--- src/rtl/pwm_ramp_pkg.sv ---
// Shared types and reset constants for the PWM duty-ramp sequencer.
// No logic; no latency; no backpressure.
package pwm_ramp_pkg;

    typedef enum logic [1:0] {
        IDLE = 2'd0,
        SYNC = 2'd1,
        RAMP = 2'd2
    } state_t;

    localparam int MIN_PERIOD = 2;
    localparam int RST_PERIOD = MIN_PERIOD;
    localparam int RST_DUTY   = 0;

endpackage

--- src/rtl/pwm_period_tick.sv ---
// Mirror of the PWM period counter; flags the last cycle of each period.
// Latency: period_tick is combinational from the counter; no backpressure.
module pwm_period_tick #(
    parameter int WIDTH = 32
) (
    input  logic             clk,
    input  logic             nreset,
    input  logic [WIDTH-1:0] period,
    output logic             period_tick
);

    logic [WIDTH-1:0] cnt_q, cnt_d;

    assign period_tick = (cnt_q == period - WIDTH'(1));

    always_comb begin
        cnt_d = cnt_q + WIDTH'(1);
        if (period_tick) begin
            cnt_d = '0;
        end
    end

    always_ff @(posedge clk or negedge nreset) begin
        if (!nreset) begin
            cnt_q <= '0;
        end else begin
            cnt_q <= cnt_d;
        end
    end

endmodule

--- src/rtl/pwm_ramp_ctrl.sv ---
// Steps PWM duty toward a commanded target on period boundaries; optional irq via PWM_RAMP_IRQ_EN.
// Latency: period update within one old period of accept; done one cycle after final duty write.
// Backpressure: cmd_ready only in IDLE without abort; commands are never queued.
module pwm_ramp_ctrl
    import pwm_ramp_pkg::*;
#(
    parameter int WIDTH     = 32,
    parameter int IVL_WIDTH = 16
) (
    input  logic                 clk,
    input  logic                 nreset,
    input  logic                 cmd_valid,
    output logic                 cmd_ready,
    input  logic [WIDTH-1:0]     cmd_period,
    input  logic [WIDTH-1:0]     cmd_target,
    input  logic [WIDTH-1:0]     cmd_step,
    input  logic [IVL_WIDTH-1:0] cmd_interval,
    input  logic                 abort,
    output logic [WIDTH-1:0]     period,
    output logic [WIDTH-1:0]     duty,
    output logic                 period_tick,
    output logic                 busy,
`ifdef PWM_RAMP_IRQ_EN
    output logic                 irq,
    input  logic                 irq_clr,
`endif
    output logic                 done
);

    state_t               state_q, state_d;
    logic [WIDTH-1:0]     period_q, period_d;
    logic [WIDTH-1:0]     duty_q, duty_d;
    logic [WIDTH-1:0]     lat_period_q, lat_period_d;
    logic [WIDTH-1:0]     target_q, target_d;
    logic [WIDTH-1:0]     step_q, step_d;
    logic [IVL_WIDTH-1:0] interval_q, interval_d;
    logic [IVL_WIDTH-1:0] ivl_cnt_q, ivl_cnt_d;
    logic                 done_q, done_d;
    logic                 cmd_acc;
    logic                 step_due;
    logic [WIDTH-1:0]     duty_next;

    pwm_period_tick #(.WIDTH(WIDTH)) u_tick (
        .clk         (clk),
        .nreset      (nreset),
        .period      (period_q),
        .period_tick (period_tick)
    );

    assign cmd_ready = (state_q == IDLE) && !abort;
    assign cmd_acc   = cmd_valid && cmd_ready;
    assign step_due  = (interval_q <= IVL_WIDTH'(1)) || (ivl_cnt_q == interval_q - IVL_WIDTH'(1));

    // Distance is compared against step before the add/sub so duty never overshoots or wraps.
    always_comb begin
        duty_next = target_q;
        if (step_q != '0) begin
            if (duty_q < target_q) begin
                if (target_q - duty_q > step_q) begin
                    duty_next = duty_q + step_q;
                end
            end else if (duty_q - target_q > step_q) begin
                duty_next = duty_q - step_q;
            end
        end
    end

    always_comb begin
        state_d      = state_q;
        period_d     = period_q;
        duty_d       = duty_q;
        lat_period_d = lat_period_q;
        target_d     = target_q;
        step_d       = step_q;
        interval_d   = interval_q;
        ivl_cnt_d    = ivl_cnt_q;
        done_d       = 1'b0;
        case (state_q)
            IDLE: begin
                if (cmd_acc) begin
                    lat_period_d = (cmd_period < WIDTH'(MIN_PERIOD)) ? WIDTH'(MIN_PERIOD) : cmd_period;
                    target_d     = cmd_target;
                    step_d       = cmd_step;
                    interval_d   = cmd_interval;
                    state_d      = SYNC;
                end
            end
            SYNC: begin
                if (abort) begin
                    state_d = IDLE;
                end else if (period_tick) begin
                    period_d  = lat_period_q;
                    ivl_cnt_d = '0;
                    state_d   = RAMP;
                end
            end
            RAMP: begin
                if (abort) begin
                    state_d = IDLE;
                end else if (duty_q == target_q) begin
                    done_d  = 1'b1;
                    state_d = IDLE;
                end else if (period_tick) begin
                    if (step_due) begin
                        ivl_cnt_d = '0;
                        duty_d    = duty_next;
                    end else begin
                        ivl_cnt_d = ivl_cnt_q + IVL_WIDTH'(1);
                    end
                end
            end
            default: state_d = IDLE;
        endcase
    end

    always_ff @(posedge clk or negedge nreset) begin
        if (!nreset) begin
            state_q      <= IDLE;
            period_q     <= WIDTH'(RST_PERIOD);
            duty_q       <= WIDTH'(RST_DUTY);
            lat_period_q <= WIDTH'(RST_PERIOD);
            target_q     <= '0;
            step_q       <= '0;
            interval_q   <= '0;
            ivl_cnt_q    <= '0;
            done_q       <= 1'b0;
        end else begin
            state_q      <= state_d;
            period_q     <= period_d;
            duty_q       <= duty_d;
            lat_period_q <= lat_period_d;
            target_q     <= target_d;
            step_q       <= step_d;
            interval_q   <= interval_d;
            ivl_cnt_q    <= ivl_cnt_d;
            done_q       <= done_d;
        end
    end

    assign period = period_q;
    assign duty   = duty_q;
    assign busy   = (state_q != IDLE);
    assign done   = done_q;

`ifdef PWM_RAMP_IRQ_EN
    logic irq_q, irq_d;

    // A new event in the same cycle as a clear keeps the flag set.
    always_comb begin
        irq_d = irq_q;
        if (irq_clr) begin
            irq_d = 1'b0;
        end
        if (done_d || (abort && busy)) begin
            irq_d = 1'b1;
        end
    end

    always_ff @(posedge clk or negedge nreset) begin
        if (!nreset) begin
            irq_q <= 1'b0;
        end else begin
            irq_q <= irq_d;
        end
    end

    assign irq = irq_q;
`endif

endmodule
--- config.mk ---
export PLATFORM = sky130hd
export DESIGN_NAME = pwm_ramp_ctrl
export DESIGN_NICKNAME = d
export VERILOG_FILES = /design/src/rtl/pwm_ramp_pkg.sv /design/src/rtl/pwm_period_tick.sv /design/src/rtl/pwm_ramp_ctrl.sv
export SDC_FILE = /design/constraint.sdc
export NUM_CORES = 1
export LEC_CHECK = 0
export ABC_AREA = 1
export ABC_CLOCK_PERIOD_IN_PS = 5600
export CAP_MARGIN = 20
export CORE_ASPECT_RATIO = 1.2
export CORE_MARGIN = 3
export CORE_UTILIZATION = 50
export DETAILED_ROUTE_END_ITERATION = 12
export MAX_ROUTING_LAYER = met4
export PLACE_DENSITY = 0.7
export SYNTH_ARGS = -nofsm -noshare
export SYNTH_HDL_FRONTEND = slang
export SYNTH_HIERARCHICAL = 1
export SYNTH_SLANG_ARGS = --single-unit
--- constraint.sdc ---
create_clock -name clk -period 5.6 [get_ports clk]
set_clock_uncertainty 0.15 [all_clocks]
set_input_delay 1.12 -clock clk [delete_from_list [all_inputs] [get_ports clk]]
set_output_delay 1.12 -clock clk [all_outputs]
set_load 0.02 [all_outputs]
==> flow_summary.toml <==
[sta]
fmax_mhz = 198
drv_slew = 0
rsz0062_at_grt = "no"
fin_crit_sh_pct = 90.3
fin_crit_ps = 5050
finalSetupTns_ps = 0
slew-limit-headroom_pct = 25.7
fin_ws_ps = 546
hold_viol = 0
finalSetupViolations = 0
tightest_slew_ps = 1100

[min_path]
hold_path.class = "flop to flop"
min_to = "lat_period_q[20]"
hp-start = "lat_period_q[20]"
whs_path_depth = 2

[routing]
wirelength_mm = 83.8
avgViaCountPerCell = 5.45
vias = 24000
dr.pass1.iters = 6
postRouteAntennaNets = 0
drc_errors = 0
drt_iter0_drc = 2340
wl_per_cell_um = 19.0

[synth]
synth_area_per_cell_um2 = 6.34
ys_types = 55
ys.flop_type = "dfrtp_1"
syn_nets = 3965
yosysSeqAreaShare_pct = 24.5
async_flop_share_pct = 100
synth_edf_count = 0
netlist_instances = 3652
ys_ff_latch = 227
synth_warnings = 6
synth_area_um2 = 23200

[global_route]
overflow = 0
antenna_found_initial = 2
grt_max_degree = 101
grt.total_usage_pct = 33.9
grt_pass1_vias = 22200
grt_pass1_wl_mm = 128

[floorplan]
core_um2 = 45300
initial_core_util_pct = 51.1
row_count = 85
fp.dieArea_um2 = 48900
fp.dieH_um = 242
io_pins = 184
die_w_um = 202

[outcome]
status = "completed"

[clock_tree]
clockRootBuffer = "clkbuf_16"
cts.clk_slew.worst_paths_ps = 60
cts_tree = "built"
htreeDepth = 1
ctsResizeCount = 0
clkLatencyLatePin_ps = 590
ctsHoldBuffers = 0
clock-sinks = 227
clk_path_buf_depth = 3
cts_setup_buffers = 0
numCtsBuffers = 27

[power]
p_leak_uw = 0.0139
swShare_pct = 43.5
internal-power_uw = 4070
cellPowerDensity_nw_per_um2 = 273
peakVddDrop_mv = 0.241
p_sw_uw = 3140
seqPwrFrac_pct = 27.1
power.share.clock_pct = 27.6
combPwrFrac_pct = 45.3
total_power_uw = 7210

[final_layout]
final_nets = 4085
mostFrequentLayoutCells = "nand2_1, inv_1, nor2_1, nand3_1, dfrtp_1"
final_common_cell = "nand2_1"
finalNonFillerCells = 4403
stdcell_area_um2 = 26400
area_growth_pct = 13.9
drive_above_1_share_pct = 5.27

[job]
maxCapViolCount = 0

[placed_design]
pre_cts_slack_ps = 729
dp_cells = 4352
dp_hpwl_mm = 67.4
port_buffers = 183
place_congestion = 1.07
dpl-instance-area_um2 = 25400

[setup_path]
r2r-end = "duty[30]"
critPathKind = "flop to flop"
crit_top_cell = "nand2_1"
r2r_setup_slack_ps = 550
reg2reg_depth = 25
cpMaxStageDelayCell = "dfrtp_1"
cp.required_ps = 5930
cp_max_fo = 32
crit_path_max_incr_delay_ps = 550
reg2reg_from = "duty[2]"
cp.arrival_ps = 5380
startpoint_type = "flop"
end_kind = "flop"
power by group through the flow:
| stage | registers (uW) | clock network [uW] | logic, uW |
|---|---|---|---|
| final | 1960 | 1990 | 3270 |
| after global routing | 1970 | 2080 | 3640 |
| after CTS | 1950 | 2020 | 3210 |
| after detailed placement | 1980 | 0 | 3190 |
| after global placement | 1980 | 0 | 3190 |
| after floorplan | 1930 | 0 | 2260 |
how the worst max path moves through the flow:
stage / startpoint / endpoint / slack (ps) / cells after the start
2_1_floorplan: duty[11] / duty[24] / 1550 / 27
3_3_place_gp: duty[2] / duty[19] / 770 / 25
3_5_place_dp: duty[2] / duty[19] / 730 / 25
4_1_cts: duty[2] / duty[30] / 690 / 25
5_1_grt: duty[1] / duty[30] / 120 / 24
6_report: duty[2] / duty[30] / 550 / 25
worst max-delay path, delay by kind of cell (launching register included):
family / cells / cell delay, ps
AO/OA/AOI/OAI: 5 / 1260
XOR/XNOR: 1 / 210
adder cells (fa/ha/maj): 2 / 700
buffers and inverters: 6 / 920
flip-flops: 1 / 550
AND/OR/NAND/NOR: 11 / 1160
final cells by class:
| class | instances | area, um^2 |
|---|---|---|
| timing repair buffer | 210 | 2060 |
| clock buffer | 36 | 759 |
| inverter | 515 | 1940 |
| fill | 4616 | 18900 |
| sequential | 227 | 5680 |
| clock inverter | 13 | 218 |
| antenna | 2 | 5.00 |
| multi-input combinational | 2791 | 14900 |
| tap | 609 | 762 |
through the flow:
stage / utilization [%] / hold slack, ps
floorplan: - / 295
global placement: 56.1 / 309
detailed placement: 56.1 / 312
CTS: 58.2 / 329
global route: 58.2 / 348
finish: 58.2 / 325
synth_stat cells, drive strengths merged, types with 30 or more instances:
library cell / instances / area share, %
nand2: 1122 / 18
inv: 515 / 8.3
nor2: 430 / 7.6
nand3: 279 / 6.1
dfrtp: 225 / 24
a21oi: 209 / 4.9
ha: 193 / 10
o21ai: 171 / 3.7
xor2: 113 / 4.3
clkbuf: 83 / 1.4
nand4: 53 / 1.4
xnor2: 42 / 1.6
nor3: 38 / 0.91
buf: 36 / 1.2
mux2: 30 / 1.5
registers in the layout, summed over array words and instances, names as in the netlist:
signal and cells:
lat_period_q 32, duty 32, u_tick/cnt_q 32, done 1, step_q 32, period 32, ivl_cnt_q 16, target_q 32
interval_q 16, state_q 2
cells by family (layout without fill, tap and decap cells):
group,count (synthesis),count (layout),share of synthesized area (%)
buf+inv,634,774,10.9
xor+xnor,155,155,5.86
compound gates,446,446,10.7
mux,30,30,1.46
flops,227,227,24.5
other cells,0,2,0
simple gates,1963,1963,35.7
fa+ha+maj,197,197,10.8
metal layers:
layer	up-vias	share of wire, %	track usage (%)	routed length (um)
met5	-	0	-	0
met4	0	3.5	10.4	2970
met3	171	8.1	5.85	6760
met2	952	45	52.6	37500
met1	11100	44	45.5	36600
li1	11800	-	-	-
(Power assumes the default switching activity.)
